<file path="src/rtl/button_event_encoder.sv">
// button_event_encoder: synchronizes and debounces four buttons, queues press events in a FIFO.
// Define BUTTON_AUTO_REPEAT_EN to add auto-repeat press events for held A/B buttons.
module button_event_encoder #(
    parameter int DEBOUNCE_CYCLES = 4,
    parameter int FIFO_DEPTH      = 4,
    parameter int REPEAT_DELAY    = 16,
    parameter int REPEAT_PERIOD   = 8
) (
    input  logic                          clock,
    input  logic                          reset,
    input  logic [3:0]                    btn_raw,
    output logic [1:0]                    x,
    output logic                          x_valid,
    input  logic                          x_ready,
    output logic                          overflow,
    output logic [$clog2(FIFO_DEPTH):0]   fifo_count
);
    localparam int AW = $clog2(FIFO_DEPTH);
    localparam int NW = AW + 1;
    localparam int CW = $clog2(DEBOUNCE_CYCLES + 1);
    localparam logic [CW-1:0] DB_LAST = CW'(DEBOUNCE_CYCLES - 1);

    logic [3:0]    sync1_q, sync2_q, stable_q, stable_d, prev_q, pend_q, pend_d;
    logic [3:0]    press, evt, kept, push_mask;
    logic [CW-1:0] cnt_q [4];
    logic [CW-1:0] cnt_d [4];
    logic [1:0]    mem_q [FIFO_DEPTH];
    logic [AW-1:0] rd_q, wr_q;
    logic [NW-1:0] count_q, count_d;
    logic [1:0]    code;
    logic          ovf_q, ovf_d, push, pop;

    // A level is accepted only after it has differed from the stable level for DEBOUNCE_CYCLES in a row
    always_comb begin
        for (int b = 0; b < 4; b++) begin
            cnt_d[b] = (sync2_q[b] == stable_q[b] || cnt_q[b] == DB_LAST) ? '0 : cnt_q[b] + 1'b1;
            stable_d[b] = (sync2_q[b] != stable_q[b] && cnt_q[b] == DB_LAST) ? sync2_q[b] : stable_q[b];
        end
    end

    assign press = stable_q & ~prev_q;

`ifdef BUTTON_AUTO_REPEAT_EN
    localparam int RW = $clog2((REPEAT_DELAY > REPEAT_PERIOD ? REPEAT_DELAY : REPEAT_PERIOD) + 1);

    logic [RW-1:0] rcnt_q [2];
    logic [RW-1:0] rcnt_d [2];
    logic [1:0]    rep_q, rep_d, hit;

    // rcnt counts cycles since the last (original or repeat) event of a held A/B button
    always_comb begin
        for (int j = 0; j < 2; j++) begin
            hit[j] = stable_q[j+2] && rcnt_q[j] == (rep_q[j] ? RW'(REPEAT_PERIOD) : RW'(REPEAT_DELAY));
            rcnt_d[j] = !stable_q[j+2] ? '0 : (press[j+2] || hit[j]) ? RW'(1) : rcnt_q[j] + 1'b1;
            rep_d[j] = stable_q[j+2] && (rep_q[j] || hit[j]);
        end
    end

    always_ff @(posedge clock or posedge reset) begin
        if (reset) begin
            rep_q <= '0;
            for (int j = 0; j < 2; j++) rcnt_q[j] <= '0;
        end else begin
            rep_q <= rep_d;
            for (int j = 0; j < 2; j++) rcnt_q[j] <= rcnt_d[j];
        end
    end

    assign evt = press | {hit, 2'b00};
`else
    localparam int repeat_cfg_unused = REPEAT_DELAY + REPEAT_PERIOD;

    assign evt = press;
`endif

    // Lowest-numbered pending button wins the single push slot each cycle
    always_comb begin
        code      = pend_q[0] ? 2'd0 : pend_q[1] ? 2'd1 : pend_q[2] ? 2'd2 : 2'd3;
        pop       = x_valid && x_ready;
        push      = (|pend_q) && (count_q != NW'(FIFO_DEPTH) || pop);
        push_mask = push ? 4'b0001 << code : 4'b0000;
        kept      = pend_q & ~push_mask;
        pend_d    = kept | evt;
        ovf_d     = |(kept & evt);
        count_d   = count_q + NW'(push) - NW'(pop);
    end

    always_ff @(posedge clock or posedge reset) begin
        if (reset) begin
            sync1_q  <= '0;
            sync2_q  <= '0;
            stable_q <= '0;
            prev_q   <= '0;
            pend_q   <= '0;
            ovf_q    <= 1'b0;
            rd_q     <= '0;
            wr_q     <= '0;
            count_q  <= '0;
            for (int b = 0; b < 4; b++) cnt_q[b] <= '0;
        end else begin
            sync1_q  <= btn_raw;
            sync2_q  <= sync1_q;
            stable_q <= stable_d;
            prev_q   <= stable_q;
            pend_q   <= pend_d;
            ovf_q    <= ovf_d;
            rd_q     <= rd_q + AW'(pop);
            wr_q     <= wr_q + AW'(push);
            count_q  <= count_d;
            for (int b = 0; b < 4; b++) cnt_q[b] <= cnt_d[b];
        end
    end

    always_ff @(posedge clock) begin
        if (push) mem_q[wr_q] <= code;
    end

    assign x_valid    = count_q != '0;
    assign x          = x_valid ? mem_q[rd_q] : 2'd0;
    assign fifo_count = count_q;
    assign overflow   = ovf_q;
endmodule

</file>
<file path="config.mk">
export PLATFORM = sky130hd
export DESIGN_NAME = button_event_encoder
export DESIGN_NICKNAME = d
export VERILOG_FILES = /design/src/rtl/button_event_encoder.sv
export SDC_FILE = /design/constraint.sdc
export NUM_CORES = 1
export LEC_CHECK = 0
export BUFFER_PORTS_ARGS = -buffer_cell sky130_fd_sc_hd__buf_4
export CORE_ASPECT_RATIO = 0.75
export CORE_MARGIN = 2
export CORE_UTILIZATION = 58
export CTS_BUF_LIST = sky130_fd_sc_hd__clkbuf_16
export CTS_CLUSTER_DIAMETER = 30
export DETAILED_ROUTE_END_ITERATION = 12
export PLACE_DENSITY = 0.82
export SYNTH_ARGS = -nofsm -noshare
export SYNTH_HDL_FRONTEND = slang
export SYNTH_SLANG_ARGS = --single-unit
export TNS_END_PERCENT = 20
</file>
<file path="constraint.sdc">
create_clock -name clock -period 2.5 [get_ports clock]
set_clock_uncertainty 0.15 [all_clocks]
set_input_delay 0.375 -clock clock [delete_from_list [all_inputs] [get_ports clock]]
set_output_delay 0.375 -clock clock [all_outputs]
set_load 0.01 [all_outputs]
</file>
==> results.ini <==
[routing]
dr.pass1.iters=4
drc_errors=0
wl_per_cell_um=13.8
via_count=1059
ant_nets=0
drt-initial-drc-count=56
finalWirelength_um=2880
vias_per_cell=5.07

[worst_setup_path]
reg2reg_depth=8
end_kind=flop
crit_cells=8
cp.arrival_ns=2.28
startpoint_type=flop
crit_type=flop to flop
cpPeakStageDelay_ns=0.42
path_buf_inv=1
critical_path.max_fanout=4
cp_common_cell=ha_1
cp_slowest_cell=dfrtp_1
crit_chain=nor4b_4, or2_1, ha_1, inv_1, ha_1, fa_1, xor2_1, xnor2_1
cp_top_family=adder cells
cp.required_ns=2.52

[floorplan]
core_sq_um=3220
num_rows=18
ios=14
die_h_um=53.8
dieWidth_um=70.4
dieArea_sq_um=3790
start_util_pct=59.5

[power]
seq_power_share_pct=47.2
clkPwrFrac_pct=21.6
peakVddDrop_v=0.000629
p_sw_share_pct=32.6
leakagePower_nw=1.04
powerDensity_nw_per_um2=1300
p_int_mw=1.95
p_sw_mw=0.942
power_frac_comb_pct=31.2

[timing]
setup_violations=0
rsz0062_at_grt=no
setup_tns_ns=0
drv_slew=0
worst_slew_pin_slew_ns=0.493
whs_ns=0.0447
finalHoldViolCount=0
fmaxAchievable_mhz=441
maxSlewHeadroom_pct=67.1
min_period_ns=2.27
period_share_pct=90.7

[clocking]
cts_root_buf=clkbuf_16
clk_latency_ns=0.28
postCtsHoldBufs=0
tritoncts=built
cts_buffers=5
cts_sinks=48
path_clk_slew_ns=0.06
cts_resized=0
htree_levels=2
clockBufferDepth=2
cts_setup_buffers=0

[logic_synthesis]
netlist.area_leader.share_pct=52.2
synth_edf_count=8
synthCells=146
synthArstFlopShare_pct=83.3
syn_area_per_cell_sq_um=13.1
synth_nets=166
synth_cell_types=29
synth_commonest_cells=dfrtp_1 (40), inv_1 (20), nor2_1 (13)
synth.most_common_cell=dfrtp_1
synth-seq-area-share_pct=64.8
synth_area_sq_um=1920
synth_area_leader_cell=dfrtp_1
ys.flop_type=dfrtp_1
ys_seq_elements=48
yosysWarnings=0
synth_area_leaders=dfrtp_1 (52%), edfxtp_1 (13%), ha_1 (7.8%), inv_1 (3.9%), xor2_1 (3.2%)

[grt]
grt_pass1_wl_um=4910
grt_pass1_vias=1130
grtUsageTotal_pct=18.1
grt_max_degree=41
grt.overflow.total=0
antenna_found_initial=0

[placed_design]
gp_congestion=0.760
port_buffers=13
hpwl_um=2090

[final_layout]
syn_to_final_growth_pct=15.7
n_antenna_cell=0
finalNetCount=188
drive_above_1_share_pct=16.0

[worst_hold_path]
whs_path_depth=1
hold_path_class=primary input to flop

[status]
status=finished, final reports clean

[job]
maxCapViolCount=0

layout make-up:
type | count | area [sq um]
Fill cell | 237 | 1000
Sequential cell | 48 | 1240
Inverter | 21 | 78.8
Clock inverter | 3 | 15.0
Tap cell | 40 | 50.0
Timing Repair Buffer | 17 | 128
Multi-Input combinational cell | 75 | 581
Clock buffer | 5 | 125
worst register-to-register path, delay by kind of cell (launching register included):
family / cells / cell delay [ns]
adder cells (fa/ha/maj): 3 / 0.83
flip-flops: 1 / 0.42
AND/OR/NAND/NOR: 2 / 0.41
XOR/XNOR: 2 / 0.31
buffers and inverters: 1 / 0.04
per-layer routing:
layer	GRT usage, %	share of wire [%]	vias to the layer above
li1	-	-	527
met1	19.6	43	503
met2	31.9	51	23
met3	7.87	4.7	6
met4	8.01	1.0	0
met5	0	0	-
worst paths after layout:
kind | startpoint | end | slack, ns
min in group asynchronous | reset | stable_q[1]$_DFFE_PP0P_ | 0.06
hold / removal | btn_raw[2] | sync1_q[2]$_DFF_PP0_ | 0.04
max in group asynchronous | reset | fifo_count[1]$_DFF_PP0_ | 1.80
setup / recovery | fifo_count[2]$_DFF_PP0_ | fifo_count[2]$_DFF_PP0_ | 0.23
hold reg to reg | sync1_q[0]$_DFF_PP0_ | sync2_q[0]$_DFF_PP0_ | 0.20
setup reg to reg | fifo_count[2]$_DFF_PP0_ | fifo_count[2]$_DFF_PP0_ | 0.23
metrics by stage:
stage	power (mW)	instances	setup WS [ns]	utilization, %	area, sq um
after floorplan	1.95	146	0.129	-	1920
after global placement	2.18	201	0.319	64.5	2080
after detailed placement	2.29	201	0.215	64.5	2080
after CTS	2.93	209	0.231	68.9	2220
after global routing	3.11	209	0.165	68.9	2220
final	2.89	209	0.232	68.9	2220
flip-flops by register name, indices dropped and copies added (netlist names):
register	count
cnt_q	12
fifo_count	3
mem_q	8
overflow	1
pend_q	4
prev_q	4
rd_q	2
stable_q	4
sync1_q	4
sync2_q	4
wr_q	2
power groups by stage:
stage | logic [mW] | clock network (mW) | registers [mW]
after floorplan | 0.638 | 0 | 1.31
after global placement | 0.840 | 0 | 1.34
after detailed placement | 0.914 | 0 | 1.38
after CTS | 0.920 | 0.644 | 1.36
after global routing | 1.02 | 0.681 | 1.41
final | 0.900 | 0.624 | 1.36
logic make-up (layout without fill, tap and decap cells):
group	after synthesis	after routing	synth area share, %
flops	48	48	64.8
simple gates	37	37	10.8
buf+inv	23	46	4.96
compound gates	15	15	4.63
fa+ha+maj	13	13	8.88
xor+xnor	8	8	3.66
mux	2	2	2.35
layout by cell type (no fill, tap or decap):
| cell | instances |
|---|---|
| nor3_1 | 2 |
| edfxtp_1 | 8 |
| nand4b_1 | 1 |
| clkinv_1 | 1 |
| inv_1 | 21 |
| o21ai_0 | 10 |
| a21oi_1 | 1 |
| nor4b_4 | 1 |
| xor2_1 | 7 |
| nand4_1 | 1 |
| or2_1 | 1 |
| inv_2 | 1 |
| ha_1 | 12 |
| and3_1 | 1 |
| clkbuf_16 | 5 |
| mux4_2 | 2 |
| nor2b_1 | 4 |
| nor2_1 | 13 |
| dfrtp_1 | 40 |
| nand2b_1 | 4 |
| nand2_1 | 5 |
| xnor2_1 | 1 |
| o31ai_1 | 1 |
| or3_1 | 1 |
| o311ai_0 | 1 |
| clkinvlp_4 | 1 |
| nor3b_1 | 2 |
| o2111ai_1 | 2 |
| fa_1 | 1 |
| buf_4 | 17 |
| nor4_1 | 1 |
(Power assumes the default switching activity.)
